$ cat src/rtl/llc_snoop_responder_pkg.sv
// Shared LLC cache definitions: geometry, MESI/snoop encodings, bus ops, L1 messages.
package llc_snoop_responder_pkg;

  localparam int unsigned ADDR_W   = 32;
  localparam int unsigned OFS_W    = 6;
  localparam int unsigned NB_INDEX = 15;
  localparam int unsigned NB_TAG   = 11;
  localparam int unsigned WAYS     = 8;
  localparam int unsigned WAY_W    = 3;
  localparam int unsigned LINE_W   = ADDR_W - OFS_W;

  typedef enum logic [1:0] {
    MESI_M = 2'd0,
    MESI_E = 2'd1,
    MESI_S = 2'd2,
    MESI_I = 2'd3
  } mesi_t;

  typedef enum logic [1:0] {
    SNP_NOHIT = 2'd0,
    SNP_HIT   = 2'd1,
    SNP_HITM  = 2'd2
  } snoop_t;

  localparam logic [2:0] BUS_READ       = 3'd1;
  localparam logic [2:0] BUS_WRITE      = 3'd2;
  localparam logic [2:0] BUS_INVALIDATE = 3'd3;
  localparam logic [2:0] BUS_RWIM       = 3'd4;

  localparam logic [2:0] L1_GETLINE        = 3'd1;
  localparam logic [2:0] L1_INVALIDATELINE = 3'd3;

  // Work list decided at compare time for one snoop
  typedef struct packed {
    snoop_t             snoop;
    logic               err;
    logic               getl;
    logic               flush;
    logic               invl;
    logic               upd;
    logic [WAY_W-1:0]   way;
    mesi_t              new_mesi;
  } snp_plan_t;

endpackage

$ cat src/rtl/llc_way_match.sv
// Combinational tag/MESI compare across all ways; lowest matching way wins.
module llc_way_match
  import llc_snoop_responder_pkg::*;
(
  input  logic [NB_TAG-1:0]      tag,
  input  logic [WAYS*NB_TAG-1:0] rd_tag,
  input  logic [WAYS*2-1:0]      rd_mesi,
  output logic                   hit,
  output logic [WAY_W-1:0]       hit_way,
  output mesi_t                  hit_mesi,
  output logic                   multi_hit
);

  always_comb begin
    hit       = 1'b0;
    hit_way   = '0;
    hit_mesi  = MESI_I;
    multi_hit = 1'b0;
    for (int unsigned i = 0; i < WAYS; i++) begin
      if ((rd_tag[i*NB_TAG +: NB_TAG] == tag) && (rd_mesi[i*2 +: 2] != MESI_I)) begin
        if (hit) begin
          multi_hit = 1'b1;
        end else begin
          hit      = 1'b1;
          hit_way  = WAY_W'(i);
          hit_mesi = mesi_t'(rd_mesi[i*2 +: 2]);
        end
      end
    end
  end

endmodule

$ cat src/rtl/llc_snoop_responder.sv
// Snoop responder for the 8-way MESI LLC: lookup, snoop result, L1 recall,
// modified-line flush and MESI downgrade/invalidate.
module llc_snoop_responder
  import llc_snoop_responder_pkg::*;
(
  input  logic                   clk,
  input  logic                   rst_n,
  input  logic                   snp_valid,
  output logic                   snp_ready,
  input  logic [2:0]             snp_op,
  input  logic [ADDR_W-1:0]      snp_addr,
  output logic                   ta_rd_en,
  output logic [NB_INDEX-1:0]    ta_set,
  input  logic [WAYS*NB_TAG-1:0] ta_rd_tag,
  input  logic [WAYS*2-1:0]      ta_rd_mesi,
  output logic                   ta_wr_en,
  output logic [WAY_W-1:0]       ta_wr_way,
  output logic [1:0]             ta_wr_mesi,
  output logic                   l1_msg_valid,
  input  logic                   l1_msg_ack,
  output logic [2:0]             l1_msg,
  output logic [ADDR_W-1:0]      l1_msg_addr,
  output logic                   wb_req,
  input  logic                   wb_done,
  output logic [ADDR_W-1:0]      wb_addr,
  output logic                   res_valid,
  output logic [1:0]             res_snoop,
  output logic                   err
);

  typedef enum logic [2:0] {
    S_IDLE, S_LOOKUP, S_COMPARE, S_GETL, S_FLUSH, S_INVL, S_UPDATE, S_RESP
  } state_t;

  state_t              state_q, state_d;
  logic [2:0]          op_q, op_d;
  logic [LINE_W-1:0]   line_q, line_d;
  snp_plan_t           plan_q, plan_d;

  logic                snp_ready_q, snp_ready_d;
  logic                ta_rd_en_q, ta_rd_en_d;
  logic [NB_INDEX-1:0] ta_set_q, ta_set_d;
  logic                ta_wr_en_q, ta_wr_en_d;
  logic [WAY_W-1:0]    ta_wr_way_q, ta_wr_way_d;
  mesi_t               ta_wr_mesi_q, ta_wr_mesi_d;
  logic                l1_msg_valid_q, l1_msg_valid_d;
  logic [2:0]          l1_msg_q, l1_msg_d;
  logic [ADDR_W-1:0]   l1_msg_addr_q, l1_msg_addr_d;
  logic                wb_req_q, wb_req_d;
  logic [ADDR_W-1:0]   wb_addr_q, wb_addr_d;
  logic                res_valid_q, res_valid_d;
  snoop_t              res_snoop_q, res_snoop_d;
  logic                err_q, err_d;

  logic                hit;
  logic [WAY_W-1:0]    hit_way;
  mesi_t               hit_mesi;
  logic                multi_hit;

  // Snoops are line-granular; the byte offset is never used
  logic                unused_offset;
  assign unused_offset = ^snp_addr[OFS_W-1:0];

  llc_way_match u_way_match (
    .tag       (line_q[LINE_W-1 -: NB_TAG]),
    .rd_tag    (ta_rd_tag),
    .rd_mesi   (ta_rd_mesi),
    .hit       (hit),
    .hit_way   (hit_way),
    .hit_mesi  (hit_mesi),
    .multi_hit (multi_hit)
  );

  // Snoop result and required actions for one op / hit-state combination
  function automatic snp_plan_t build_plan(input logic [2:0] op, input logic h,
                                           input mesi_t m, input logic [WAY_W-1:0] way,
                                           input logic multi);
    snp_plan_t p;
    p          = '0;
    p.snoop    = SNP_NOHIT;
    p.way      = way;
    p.new_mesi = m;
    p.err      = multi;
    case (op)
      BUS_READ: if (h) begin
        p.snoop    = (m == MESI_M) ? SNP_HITM : SNP_HIT;
        p.getl     = (m == MESI_M);
        p.flush    = (m == MESI_M);
        p.new_mesi = MESI_S;
      end
      BUS_RWIM: if (h) begin
        p.snoop    = (m == MESI_M) ? SNP_HITM : SNP_HIT;
        p.getl     = (m == MESI_M);
        p.flush    = (m == MESI_M);
        p.invl     = 1'b1;
        p.new_mesi = MESI_I;
      end
      BUS_INVALIDATE: if (h) begin
        if (m == MESI_S) begin
          p.invl     = 1'b1;
          p.new_mesi = MESI_I;
        end else begin
          p.err = 1'b1;
        end
      end
      BUS_WRITE: if (h) p.err = 1'b1;
      default:   p.err = 1'b1;
    endcase
    p.upd = h && (p.new_mesi != m);
    return p;
  endfunction

  // Next required downstream state after 'from', in fixed GETL/FLUSH/INVL/UPDATE/RESP order
  function automatic state_t next_after(input state_t from, input snp_plan_t p);
    state_t n;
    n = S_RESP;
    if (p.upd) n = S_UPDATE;
    if (p.invl && (from != S_INVL)) n = S_INVL;
    if (p.flush && ((from == S_COMPARE) || (from == S_GETL))) n = S_FLUSH;
    if (p.getl && (from == S_COMPARE)) n = S_GETL;
    return n;
  endfunction

  always_comb begin
    state_d = state_q;
    op_d    = op_q;
    line_d  = line_q;
    plan_d  = plan_q;

    case (state_q)
      S_IDLE: if (snp_valid) begin
        op_d    = snp_op;
        line_d  = snp_addr[ADDR_W-1:OFS_W];
        state_d = S_LOOKUP;
      end
      S_LOOKUP:  state_d = S_COMPARE;
      S_COMPARE: begin
        plan_d  = build_plan(op_q, hit, hit_mesi, hit_way, multi_hit);
        state_d = next_after(S_COMPARE, plan_d);
      end
      S_GETL:    if (l1_msg_ack) state_d = next_after(S_GETL, plan_q);
      S_FLUSH:   if (wb_done)    state_d = next_after(S_FLUSH, plan_q);
      S_INVL:    if (l1_msg_ack) state_d = next_after(S_INVL, plan_q);
      S_UPDATE:  state_d = S_RESP;
      S_RESP:    state_d = S_IDLE;
      default:   state_d = S_IDLE;
    endcase

    // Registered outputs follow the state being entered
    snp_ready_d    = (state_d == S_IDLE);
    ta_rd_en_d     = (state_d == S_LOOKUP);
    ta_set_d       = line_d[NB_INDEX-1:0];
    ta_wr_en_d     = (state_d == S_UPDATE);
    ta_wr_way_d    = ta_wr_en_d ? plan_d.way : '0;
    ta_wr_mesi_d   = ta_wr_en_d ? plan_d.new_mesi : MESI_M;
    l1_msg_valid_d = (state_d == S_GETL) || (state_d == S_INVL);
    l1_msg_d       = (state_d == S_GETL) ? L1_GETLINE :
                     (state_d == S_INVL) ? L1_INVALIDATELINE : 3'd0;
    l1_msg_addr_d  = l1_msg_valid_d ? {line_d, OFS_W'(0)} : '0;
    wb_req_d       = (state_d == S_FLUSH);
    wb_addr_d      = wb_req_d ? {line_d, OFS_W'(0)} : '0;
    res_valid_d    = (state_d == S_RESP);
    res_snoop_d    = res_valid_d ? plan_d.snoop : SNP_NOHIT;
    err_d          = res_valid_d && plan_d.err;
  end

  always_ff @(posedge clk or negedge rst_n) begin
    if (!rst_n) begin
      state_q        <= S_IDLE;
      op_q           <= '0;
      line_q         <= '0;
      plan_q         <= '0;
      snp_ready_q    <= 1'b1;
      ta_rd_en_q     <= 1'b0;
      ta_set_q       <= '0;
      ta_wr_en_q     <= 1'b0;
      ta_wr_way_q    <= '0;
      ta_wr_mesi_q   <= MESI_M;
      l1_msg_valid_q <= 1'b0;
      l1_msg_q       <= '0;
      l1_msg_addr_q  <= '0;
      wb_req_q       <= 1'b0;
      wb_addr_q      <= '0;
      res_valid_q    <= 1'b0;
      res_snoop_q    <= SNP_NOHIT;
      err_q          <= 1'b0;
    end else begin
      state_q        <= state_d;
      op_q           <= op_d;
      line_q         <= line_d;
      plan_q         <= plan_d;
      snp_ready_q    <= snp_ready_d;
      ta_rd_en_q     <= ta_rd_en_d;
      ta_set_q       <= ta_set_d;
      ta_wr_en_q     <= ta_wr_en_d;
      ta_wr_way_q    <= ta_wr_way_d;
      ta_wr_mesi_q   <= ta_wr_mesi_d;
      l1_msg_valid_q <= l1_msg_valid_d;
      l1_msg_q       <= l1_msg_d;
      l1_msg_addr_q  <= l1_msg_addr_d;
      wb_req_q       <= wb_req_d;
      wb_addr_q      <= wb_addr_d;
      res_valid_q    <= res_valid_d;
      res_snoop_q    <= res_snoop_d;
      err_q          <= err_d;
    end
  end

  assign snp_ready    = snp_ready_q;
  assign ta_rd_en     = ta_rd_en_q;
  assign ta_set       = ta_set_q;
  assign ta_wr_en     = ta_wr_en_q;
  assign ta_wr_way    = ta_wr_way_q;
  assign ta_wr_mesi   = ta_wr_mesi_q;
  assign l1_msg_valid = l1_msg_valid_q;
  assign l1_msg       = l1_msg_q;
  assign l1_msg_addr  = l1_msg_addr_q;
  assign wb_req       = wb_req_q;
  assign wb_addr      = wb_addr_q;
  assign res_valid    = res_valid_q;
  assign res_snoop    = res_snoop_q;
  assign err          = err_q;

endmodule
$ cat config.mk
export PLATFORM = sky130hd
export DESIGN_NAME = llc_snoop_responder
export DESIGN_NICKNAME = d
export VERILOG_FILES = /design/src/rtl/llc_snoop_responder_pkg.sv /design/src/rtl/llc_way_match.sv /design/src/rtl/llc_snoop_responder.sv
export SDC_FILE = /design/constraint.sdc
export NUM_CORES = 1
export LEC_CHECK = 0
export ABC_AREA = 1
export CORE_MARGIN = 3
export CORE_UTILIZATION = 41
export DETAILED_ROUTE_END_ITERATION = 8
export PLACE_DENSITY = 0.88
export SYNTH_ARGS = -nofsm -noshare
export SYNTH_HDL_FRONTEND = slang
export SYNTH_SLANG_ARGS = --single-unit
export TNS_END_PERCENT = 1
$ cat constraint.sdc
create_clock -name clk -period 2.6 [get_ports clk]
set_clock_uncertainty 0.15 [all_clocks]
set_input_delay 0.26 -clock clk [delete_from_list [all_inputs] [get_ports clk]]
set_output_delay 0.26 -clock clk [all_outputs]
set_load 0.05 [all_outputs]
==> qor.tcl, run 1 <==
set qor(worst_path_largest_cell_delay_ns) 0.41
set qor(status) {complete, but fails checks}
set qor(rsz_0062_raised_after_global_routing) {true}
set qor(core_area_sq_mm) 0.0154
set qor(cp-end-kind) {register}
set qor(slack_of_the_critical_path_ns) -0.610
set qor(die_w_microns) 132
set qor(cell_chain_critical_path) {buf_4 > nand2_1 > nand2_1 > nor2_1 > nand2_1 > nor2_2 > nand2_2 > nand2_4 > nor2_8 > nand2_4 > nor2_4 > nand2_4 > nand2_2 > inv_2 > a21oi_4 > nand3_1 > nand2_2 > nand3b_4 > nand2_4 > nand3_4 > buf_12 > nor2_2}
set qor(maxUsedRoutingLayer) {met4}
set qor(clkSinkCount) 110
set qor(synth-edff-count) 0
set qor(synth_top_area_share_pct) 41.7
set qor(worstPathMaxFanout) 7
set qor(clk_root_buffer_cell) {sky130_fd_sc_hd__clkbuf_16}
set qor(worstSetupStartpointType) {register}
set qor(synth_xor_xnor_area_share_pct) 3.21
set qor(critical-path-slowest-cell) {sky130_fd_sc_hd__dfrtp_1}
set qor(finalPower_mw) 12.1
set qor(cts.path.max_buffers) 2
set qor(first_global_vias) 6823
set qor(synthToLayoutAreaGrowth_pct) 58.2
set qor(avgViaCountPerCell) 4.84
set qor(post-route-period-util_pct) 123
set qor(reported_net_switching_power_mw) 5.81
set qor(power_density_mw_per_mm2) 1170
set qor(wl_met1_mm) 8.35
set qor(report.final.setup_viol) 77
set qor(synth_sequential_area_ratio_pct) 42.1
set qor(ys_types) 44
set qor(synth_top_cells_by_count) {sky130_fd_sc_hd__nand2_1, sky130_fd_sc_hd__inv_1, sky130_fd_sc_hd__dfrtp_1}
set qor(cellInternalPower_mw) 6.27
set qor(dp_hpwl_mm) 16.5
set qor(comb_power_share_pct) 66.1
set qor(slew-limit-headroom_pct) 40.6
set qor(gpl.final_weighted_congestion) 0.940
set qor(cp.required_ns) 2.72
set qor(finalHoldViolCount) 0
set qor(path_common_cell) {sky130_fd_sc_hd__nand2_4}
set qor(ios) 240
set qor(via_count) 6691
set qor(drv_cap) 0
set qor(report.final.slew_viol_count) 0
set qor(worstPathArrival_ns) 3.33
set qor(synth_top_family_by_area) {simple AND/OR/NAND/NOR gates}
set qor(path_class) {register to register}
set qor(p_leak_nw) 5.09
set qor(portBuffers) 220
set qor(grt_max_degree) 51
set qor(routed_wl_mm) 22.6
set qor(yosys_most_used_dff) {sky130_fd_sc_hd__dfrtp_1}
set qor(grt_util_overall_pct) 24.8
set qor(post_synth_main_area_contributors) {sky130_fd_sc_hd__dfrtp_1, sky130_fd_sc_hd__nand2_1, sky130_fd_sc_hd__inv_1, sky130_fd_sc_hd__nor2_1, sky130_fd_sc_hd__nor3_2}
set qor(global_route.overflow_total) 0
set qor(cts_max_level) 3
set qor(async_reset_ff_share_pct) 100
set qor(finish.net_count) 1310
set qor(synthesis.instances) 877
set qor(drt_pre_antenna_iters) 6
set qor(dieArea_sq_mm) 0.0175
set qor(grt_antenna_before_repair) 1
set qor(dr_wl_met2_mm) 11.0
set qor(mean_post_synth_cell_area_sq_um) 7.46
set qor(hold_crit_class) {primary input to register}
set qor(grt_first_pass_wirelength_mm) 34.6
set qor(violated_checks) {negative setup slack}
set qor(fin_area_sq_mm) 0.0104
set qor(synth-simple-area-share_pct) 31.9
set qor(clk_latency_ns) 0.35
set qor(final_period_minus_worst_setup_slack_ns) 3.21
set qor(synth-seq-cells) 110
set qor(dr.first_iter.drc_count) 407
set qor(dr_wl_met3_mm) 2.31
set qor(ys.warnings.count) 0
set qor(yosys-mux-area-fraction_pct) 0
set qor(switching_share_pct) 48.1
set qor(synth_most_common_cell) {sky130_fd_sc_hd__nand2_1}
set qor(vdd_drop_max_uv) 1120
set qor(layout.filler_cells) 1222
set qor(die-height_microns) 132
set qor(tightest_slew_ns) 0.868
set qor(cts_tree) {built}
set qor(cts_made_buffers) 9
set qor(initial_core_util_pct) 42.4
set qor(p_clk_share_pct) 11.6
set qor(clk_pin_slew_worst_paths_ns) 0.07
set qor(drt.antenna.violating_nets) 0
set qor(finalCoreUtilization_pct) 67.1
set qor(mappedNetlistArea_sq_mm) 0.00655
set qor(count_of_standard_cell_rows) 45
set qor(placedInstanceArea_sq_mm) 0.00926
set qor(pwr-share-seq_pct) 22.3
set qor(route.detailed.wl_per_inst_microns) 16.3
set qor(synth-compound-area-share_pct) 7.40
set qor(synth_adder_area_share_pct) 0
set qor(layout-drive-gt1-share_pct) 22.5
set qor(timing.fmax_ghz) 0.312
set qor(synth.largest_area_cell) {sky130_fd_sc_hd__dfrtp_1}
set qor(drc) 0
## timing repair
| item | 4_1_cts | 5_1_grt |
|---|---|---|
| hold buffers | 1 | 0 |
| setup buffers | 19 | 8 |
| resized for setup | 71 | 48 |
| cloned | 3 | 2 |
| pin swaps | 48 | 28 |
| hold endpoints to repair | 48 | 0 |
| endpoints found under the setup margin | 77 | 77 |
## power by group through the flow
| stage | registers [mW] | clock network [mW] | logic [mW] |
|---|---|---|---|
| floorplan | 3.36 | 0 | 3.73 |
| detailed placement | 2.69 | 0 | 6.50 |
| CTS | 2.67 | 1.42 | 7.45 |
| finish | 2.69 | 1.40 | 7.99 |
| global route | 2.74 | 1.49 | 8.54 |
| global placement | 2.67 | 0 | 6.34 |
## kinds of logic (layout without fill, tap and decap cells)
kind of cell | Yosys count | after routing
xor gates and xnor gates | 24 | 24
DFF | 110 | 110
buffers and inverters | 217 | 499
other | 1 | 14
and+or+nand+nor | 442 | 442
AOI/OAI and AO/OA | 83 | 83
## sequential cells by signal (all words and copies together), names as in the netlist, 3 cells and up
register,count
state_q,3
line_q,12
op_q,3
ta_set,14
wb_addr,26
plan_q,11
l1_msg_addr,26
ta_wr_way,3
## path summary, 6_finish.rpt
kind,cells after the start,end,slack [ns],startpoint
max in group asynchronous,3,snp_ready,1.24,rst_n
min in group asynchronous,2,wb_addr[15],0.35,rst_n
worst min-delay path,3,op_q[0],0.32,snp_op[0]
worst max register to register,22,l1_msg_addr[14],-0.61,line_q[21]
worst max-delay path,22,l1_msg_addr[14],-0.61,line_q[21]
worst min register to register,1,plan_q[3],0.34,plan_q[3]
## critical path, delay by kind of cell (launching register included)
family | cells | cell delay (ns)
compound gates | 1 | 0.21
buf+inv | 3 | 0.43
flops | 1 | 0.41
simple gates | 18 | 1.91
## stage by stage
stage,setup TNS [ns],std cells,worst slack (ns),hold slack (ns)
floorplan,-8.08,889,-0.176,-0.186
detailed placement,-53.67,1333,-0.808,0.178
global placement,-49.16,1333,-0.736,0.176
finish,-38.90,1383,-0.610,0.315
CTS,-31.83,1372,-0.521,0.306
global route,-52.36,1383,-0.795,0.325
## area by class of cell
class                      instances  area, sq um  area share (%)
timing repair buffer             321         3210            31.0
multi-input combinational        562         3180            30.7
sequential                       110         2760            26.7
inverter                         162          636            6.14
tap                              211          264            2.55
clock buffer                      11          243            2.34
clock inverter                     5         63.8           0.616
antenna                            1         2.50          0.0242
## placed cells by master (no fill, tap or decap), types with 9 or more instances in the layout
master,count
sky130_fd_sc_hd__o21ai_0,36
sky130_fd_sc_hd__or2_2,19
sky130_fd_sc_hd__clkdlybuf4s50_1,219
sky130_fd_sc_hd__nand3_1,22
sky130_fd_sc_hd__nand2_1,217
sky130_fd_sc_hd__inv_4,9
sky130_fd_sc_hd__nor2_2,15
sky130_fd_sc_hd__buf_6,15
sky130_fd_sc_hd__a21oi_1,12
sky130_fd_sc_hd__xnor2_1,11
sky130_fd_sc_hd__nand2_4,10
sky130_fd_sc_hd__nor3_2,21
sky130_fd_sc_hd__dfrtp_1,103
sky130_fd_sc_hd__xor2_1,12
sky130_fd_sc_hd__nand2_2,19
sky130_fd_sc_hd__nor2_1,71
sky130_fd_sc_hd__clkbuf_16,11
sky130_fd_sc_hd__inv_1,145
sky130_fd_sc_hd__buf_4,73
sky130_fd_sc_hd__conb_1,13
## per-layer routing
layer,track usage (%),vias up
li1,-,3205
met2,42.7,335
met5,0,-
met1,28.2,3090
met4,10.2,0
met3,8.70,61
Power figures use the tool's default switching activity.
==> run 2, diff against run 1 <==
- CORE_MARGIN: 3 -> not set
==> run 2 against run 1 <==
  * Clock-buffer cell count is the same
  * Maximum frequency shrank 0.99%
  * Critical endpoint is now l1_msg_addr[8]
  * First-iteration DRC count grew 23%
  * The flow still finishes with violations (negative setup slack)
  * Final cell count grew 0.22%
  * Combinational power shrank 7.8%
  * Utilization shrank 1.4 points
  * Sequential cell count is the same
  * Hold slack lost 0.028 ns
  * Total power shrank 5.9%
  * Sequential power is essentially flat
  * Critical path depth shrank 3
  * Register-to-register slack lost 0.03 ns
==> qor.tcl, run 2 (same netlist as run 1, synthesis figures left out) <==
set qor(setup_tns_ns) -41.57 ;# -2.67 ns
set qor(route.detailed.wl_per_inst_microns) 15.4 ;# -5.5%
set qor(finalCoreUtilization_pct) 65.7 ;# -1.4 points
set qor(report.final.slew_viol_count) 0 ;# unchanged
set qor(grt_antenna_before_repair) 0 ;# -1
set qor(synthToLayoutAreaGrowth_pct) 54.2
set qor(dp_hpwl_mm) 16.0 ;# -3.1%
set qor(slew-limit-headroom_pct) 28.3 ;# -12 points
set qor(power_density_mw_per_mm2) 1130 ;# -3.5%
set qor(grt_first_pass_wirelength_mm) 32.4 ;# -6.4%
set qor(die-height_microns) 128 ;# -3.0%
set qor(drc) 0 ;# unchanged
set qor(gpl.final_weighted_congestion) 0.916 ;# -2.6%
set qor(count_of_standard_cell_rows) 45 ;# unchanged
set qor(clkSinkCount) 110 ;# unchanged
set qor(cts_tree) {built}
set qor(pwr-share-seq_pct) 23.4 ;# +1.1 points
set qor(portBuffers) 220 ;# unchanged
set qor(clk_latency_ns) 0.35 ;# about the same
set qor(slack_of_the_critical_path_ns) -0.642 ;# -0.0320 ns
set qor(cts_made_buffers) 9 ;# unchanged
set qor(dieArea_sq_mm) 0.0165 ;# -6.0%
set qor(p_clk_share_pct) 11.7 ;# about the same
set qor(drt.antenna.violating_nets) 0 ;# unchanged
set qor(die_w_microns) 128 ;# -3.0%
set qor(avgViaCountPerCell) 4.72 ;# -2.5%
set qor(vdd_drop_max_uv) 964 ;# -14%
set qor(final_period_minus_worst_setup_slack_ns) 3.24 ;# +0.0320 ns
set qor(cp.required_ns) 2.66 ;# -0.06 ns
set qor(path_class) {register to register}
set qor(clk_root_buffer_cell) {sky130_fd_sc_hd__clkbuf_16}
set qor(core_area_sq_mm) 0.0154 ;# -0.36%
set qor(first_global_vias) 6553 ;# -4.0%
set qor(status) {complete, but fails checks}
set qor(switching_share_pct) 48.6 ;# +0.56 points
set qor(ios) 240 ;# unchanged
set qor(num_antenna_cells) 0 ;# -1
set qor(grt_util_overall_pct) 25.8 ;# +0.98 points
set qor(violated_checks) {negative setup slack}
set qor(worstSetupStartpointType) {register}
set qor(report.final.setup_viol) 77 ;# unchanged
set qor(rsz_0062_raised_after_global_routing) {true}
set qor(layout-drive-gt1-share_pct) 21.8 ;# -0.76 points
set qor(placedInstanceArea_sq_mm) 0.00932 ;# +0.68%
set qor(cts_max_level) 3 ;# unchanged
set qor(worstPathMaxFanout) 7 ;# unchanged
set qor(drt_pre_antenna_iters) 5 ;# -1
set qor(timing.fmax_ghz) 0.308 ;# -0.99%
set qor(worstPathArrival_ns) 3.30 ;# -0.03 ns
set qor(cp-end-kind) {register}
set qor(finish.net_count) 1314 ;# +0.31%
set qor(tightest_slew_ns) 1.05 ;# +0.180 ns
set qor(dr.first_iter.drc_count) 499 ;# +23%
set qor(cts.path.max_buffers) 2 ;# unchanged
set qor(drv_cap) 0 ;# unchanged
set qor(cellInternalPower_mw) 5.84 ;# -7.0%
set qor(layout.filler_cells) 1234 ;# +0.98%
set qor(layout_common_cells) {sky130_fd_sc_hd__nand2_1, sky130_fd_sc_hd__clkdlybuf4s50_1, sky130_fd_sc_hd__inv_1, sky130_fd_sc_hd__dfrtp_1, sky130_fd_sc_hd__buf_4}
set qor(reported_net_switching_power_mw) 5.52 ;# -4.9%
set qor(grt_max_degree) 45 ;# -12%
set qor(layout_commonest_cell) {sky130_fd_sc_hd__nand2_1}
set qor(clk_pin_slew_worst_paths_ns) 0.07 ;# about the same
set qor(initial_core_util_pct) 42.6 ;# +0.16 points
set qor(fin_area_sq_mm) 0.0101 ;# -2.5%
set qor(p_leak_nw) 5.01 ;# -1.5%
set qor(routed_wl_mm) 21.4 ;# -5.3%
set qor(comb_power_share_pct) 64.9 ;# -1.2 points
set qor(finalPower_mw) 11.4 ;# -5.9%
set qor(via_count) 6539 ;# -2.3%
set qor(post-route-period-util_pct) 125 ;# +1.2 points
set qor(hold_crit_class) {primary input to asynchronous set/reset pin}
set qor(finalHoldViolCount) 0 ;# unchanged
set qor(global_route.overflow_total) 0 ;# unchanged
run 2: final timing paths:
check,from,depth (start not counted),endpoint,slack [ns]
worst max-delay path,line_q[16],19,l1_msg_addr[8],-0.64
worst min-delay path,rst_n,2,wb_addr[6],0.29
worst max register to register,line_q[16],19,l1_msg_addr[8],-0.64
worst min register to register,plan_q[11],2,plan_q[11],0.34
max in group asynchronous,rst_n,3,wb_addr[17],1.25
min in group clk,snp_op[0],3,op_q[0],0.30
run 2: metrics by stage:
step | hold WS, ns | instances | worst slack (ns)
2_1_floorplan | -0.186 | 889 | -0.176
3_3_place_gp | 0.120 | 1343 | -0.760
3_5_place_dp | 0.125 | 1343 | -0.884
4_1_cts | 0.293 | 1372 | -0.551
5_1_grt | 0.340 | 1386 | -0.812
6_report | 0.287 | 1386 | -0.642
run 2: power by group through the flow:
stage | Clock (mW) | Sequential, mW | Combinational, mW
detailed placement | 0 | 2.68 | 6.55
floorplan | 0 | 3.36 | 3.73
finish | 1.32 | 2.66 | 7.37
global placement | 0 | 2.66 | 6.41
CTS | 1.35 | 2.65 | 6.98
global route | 1.41 | 2.72 | 7.88
run 2: layout make-up:
class	count	area, sq um	share of cell area [%]
clock buffer	11	243	2.40
clock inverter	5	40.0	0.397
inverter	162	626	6.20
multi-input combinational	562	3050	30.2
sequential	110	2760	27.4
tap	211	264	2.61
timing repair buffer	325	3120	30.9
run 2: worst max-delay path: stages, from the launching register on:
cell and delay [ns]:
sky130_fd_sc_hd__dfrtp_1 0.42, sky130_fd_sc_hd__inv_2 0.14, sky130_fd_sc_hd__buf_4 0.16, sky130_fd_sc_hd__o22ai_1 0.09
sky130_fd_sc_hd__a211oi_1 0.24, sky130_fd_sc_hd__nand2_1 0.18, sky130_fd_sc_hd__nor2_4 0.23, sky130_fd_sc_hd__buf_6 0.13
sky130_fd_sc_hd__nand3b_1 0.08, sky130_fd_sc_hd__nand2_2 0.08, sky130_fd_sc_hd__inv_2 0.05, sky130_fd_sc_hd__a21oi_4 0.23
sky130_fd_sc_hd__nand2_1 0.10, sky130_fd_sc_hd__nand2_1 0.06, sky130_fd_sc_hd__nand3_1 0.07, sky130_fd_sc_hd__nand2_2 0.10
sky130_fd_sc_hd__nand3_4 0.12, sky130_fd_sc_hd__nand3_4 0.22, sky130_fd_sc_hd__clkbuf_16 0.18, sky130_fd_sc_hd__nor2_2 0.04
run 2: what timing repair did:
item                                    CTS  global route
pin swaps                                13            25
setup buffers                            11            13
gates cloned                              1             1
endpoints found under the setup margin   77            78
hold buffers                              1             0
endpoints found under the hold margin    40             0
resized for setup                        30            44
run 2: routing by layer:
metal | wire, microns | up-vias | GRT usage (%)
li1 | - | 3198 | -
met1 | 8400 | 3003 | 29.3
met2 | 10300 | 287 | 44.6
met3 | 1870 | 51 | 8.02
met4 | 848 | 0 | 11.7
met5 | 0 | - | 0
==> RTL change 1 (settings of run 1) <==
Re-encode `state_t` (8 states) as Gray code, 3 bits wide.
--- a/src/rtl/llc_snoop_responder.sv
+++ b/src/rtl/llc_snoop_responder.sv
@@ -31,3 +31,3 @@
   typedef enum logic [2:0] {
-    S_IDLE, S_LOOKUP, S_COMPARE, S_GETL, S_FLUSH, S_INVL, S_UPDATE, S_RESP
+    S_IDLE = 3'b000, S_LOOKUP = 3'b001, S_COMPARE = 3'b011, S_GETL = 3'b010, S_FLUSH = 3'b110, S_INVL = 3'b111, S_UPDATE = 3'b101, S_RESP = 3'b100
   } state_t;
Formal check against the unedited RTL: no difference found for any inputs over 4 cycles, from zero or initial values and one cycle with rst_n low; so few cycles prove little.
==> RTL change 1 against run 1 <==
The flow still finishes with violations (setup timing); total power shrank 8.0%; setup slack got worse by 0.10 ns; final cell count is 1.7% lower; critical path depth is 2 lower; area after synthesis is 0.76% lower; sequential share of layout area shrank 0.16 points; core utilization is 0.59 points higher; routed wire length increased by 1.4%; final area up 0.51%; sequential cell count stayed put; synthesized cell count is 4.8% lower.
==> RTL change 1: results (changes against run 1) <==
Area contributors post-synth=dfrtp_1, nand2_1, inv_1; met2 global-route usage=45.3% (+2.6 points); Critical Path AT=3.44 ns (+0.11 ns); R2R Path End=wb_addr[16]; Cell Int Power=5860 uW (-6.6%); largest net degree at the start of global routing=111 (+120%); Seq/Total Area, Yosys=42.4% (+0.32 points); Post-synth top cells=nand2_1, inv_1, dfrtp_1; Global Route Usage Sum=25.5% (+0.62 points); synth unique cells=48 (+9.1%); violated checks=setup timing; share of post-route cells with drive strength above 1=26.5% (+3.9 points); DP HPWL=16.6 mm (+0.52%); Global Route met1 Usage=29.8% (+1.6 points); status=finished, violations left; crit path max fanout=6 (-1); DRT Pass-1 Iters=5 (-1); drt via density=4.84 (about the same); VDD IR max=0.000979 V (-13%); Critical Path Source=line_q[17]; total routed wirelength=22.9 mm (+1.4%); Worst Setup Slack, final=-0.712 ns (-0.102 ns); Placer Congestion=0.991 (+5.3%); placed cells=1312 (-1.6%); DR iter-0 viols=428 (+5.2%); GR met3 Demand/Resource=7.94% (-0.76 points); worst-margin pin slew=0.798 ns (-0.0704 ns); Worst Setup Slack post-DPL=-0.870 ns (-0.0616 ns); final setup vio count=77 (unchanged); Max Root-Sink Buffers=2 (unchanged); vias in the first global route=6649 (-2.6%); Gate Count Post-Synth=835 (-4.8%); Layout Cells excl Fill=1359 (-1.7%); LEAKAGE=0.00506 uW (-0.55%); number of antenna diodes=0 (-1); first-pass GRT wire length=35.3 mm (+2.0%); CTS root buf=clkbuf_16; Final TNS setup=-45.90 ns (-7.00 ns)
RTL change 1: cell families after synthesis:
| family | Yosys count | share of synthesized area (%) |
|---|---|---|
| compound gates | 105 | 10.5 |
| xor+xnor | 28 | 3.78 |
| buf+inv | 201 | 14.9 |
| flops | 110 | 42.4 |
| other cells | 1 | 0.0577 |
| simple gates | 390 | 28.4 |
RTL change 1: power by group through the flow:
stage	sequential, uW	clock [uW]	combinational, uW
3_5_place_dp	2680	0	6150
6_report	2670	1530	6910
2_1_floorplan	3680	0	3020
3_3_place_gp	2660	0	6050
4_1_cts	2650	1540	6640
5_1_grt	2730	1610	7340
RTL change 1: final cells by class:
class,instances,area [um2]
fill,1178,4960
timing repair buffer,339,3360
multi-input combinational,536,3120
sequential,110,2760
inverter,147,572
tap,211,264
clock buffer,12,256
clock inverter,4,77.6
RTL change 1: what timing repair did:
item / CTS / global route
pin swaps: 47 / 25
cloned: 4 / 3
endpoints found under the setup margin: 78 / 78
setup buffers: 14 / 9
gates resized for setup: 49 / 38
hold buffers: 1 / 0
endpoints found under the hold margin: 109 / 0
RTL change 1: worst min-delay path by stage:
stage / slack [ns] / to / start
2_1_floorplan: -0.19 / err / rst_n
6_report: 0.30 / op_q[1] / snp_op[1]
5_1_grt: 0.34 / op_q[1] / snp_op[1]
3_3_place_gp: 0.23 / line_q[14] / rst_n
4_1_cts: 0.30 / op_q[1] / snp_op[1]
3_5_place_dp: 0.24 / line_q[14] / rst_n
RTL change 1: metal layers:
layer,wire length (um),vias up
met3,2040,36
met2,11400,290
li1,-,3147
met1,8910,3097
met4,522,2
met5,12,-
==> RTL change 2 (config.mk and constraints of run 1) <==
Made on the original files. The package constant `NB_TAG` goes from 11 to 12.
--- a/src/rtl/llc_snoop_responder_pkg.sv
+++ b/src/rtl/llc_snoop_responder_pkg.sv
@@ -6,3 +6,3 @@
   localparam int unsigned NB_INDEX = 15;
-  localparam int unsigned NB_TAG   = 11;
+  localparam int unsigned NB_TAG   = 12;
   localparam int unsigned WAYS     = 8;
Ports: changed (resized ta_rd_tag); port bits go from 240 to 248. No check against the original RTL was run, so the function may have changed too.
==> RTL change 2 against run 1 <==
The flow still finishes with violations (setup timing); routed wire length up 2.4%; sequential cell count unchanged; total power down 3.2%; global-route usage up 0.39 points; area after synthesis up 2.0%; non-clock buffer count up 3; sequential power about the same; final area down 2.2%; setup slack better by 0.038 ns.
==> RTL change 2: results (changes against run 1) <==
Hold Crit Class=primary input to async pin; worst-case reg-to-reg path depth=25 (+14%); Worst Setup Slack, final=-0.571 ns (+0.0384 ns); share of post-route cells with drive strength above 1=21.5% (-1.1 points); crit-path max cell delay=0.44 ns (+0.03 ns); GR met3 Demand/Resource=8.42% (-0.28 points); Gates resized, CTS repair=30 (-58%); R2R Path End=l1_msg_addr[21]; FILL cells=1342 (+9.8%); initial antenna violation count=0 (-1); Compound-Gate Fraction of Synth Area=7.62% (+0.23 points); DP HPWL=18.1 mm (+9.5%); Final TNS setup=-33.68 ns (+5.21 ns); Area contributors post-synth=dfrtp_1, nand2_1, inv_1; violated checks=setup timing; VDD IR max=0.000968 V (-14%); total routed wirelength=23.1 mm (+2.4%); Post-Synth XOR/XNOR Area=2.88% (-0.33 points); DR WL/cell=16.8 um (+2.6%); largest net degree at the start of global routing=52 (+2.0%); Slew headroom=45.1% (+4.5 points); status=finished, violations left; Layout Nets=1311 (+0.076%); Placer Congestion=0.989 (+5.2%); final setup vio count=76 (-1.3%)
==> RTL change 2: cell types whose count changed after synthesis, sizes merged, moves of 5 or more <==
cell   delta
inv      -20
o22ai    +12
o21ai     +8
a21oi     -6
xor2      -6
nor2      +5
==> RTL change 2: cell type report <==
| type | count | area, um2 | area share [%] |
|---|---|---|---|
| inverter | 143 | 564 | 5.57 |
| multi-input combinational | 571 | 3120 | 30.8 |
| sequential | 110 | 2760 | 27.3 |
| clock inverter | 6 | 76.3 | 0.753 |
| clock buffer | 10 | 229 | 2.26 |
| timing repair buffer | 324 | 3110 | 30.7 |
| tap | 216 | 270 | 2.67 |
==> RTL change 2: metal layers <==
layer / share of wire [%] / vias up / routed length [um]
li1: - / 3215 / -
met3: 9.8 / 54 / 2270
met5: 0 / - / 0
met4: 4.3 / 0 / 1000
met2: 47 / 309 / 10800
met1: 39 / 3107 / 9060
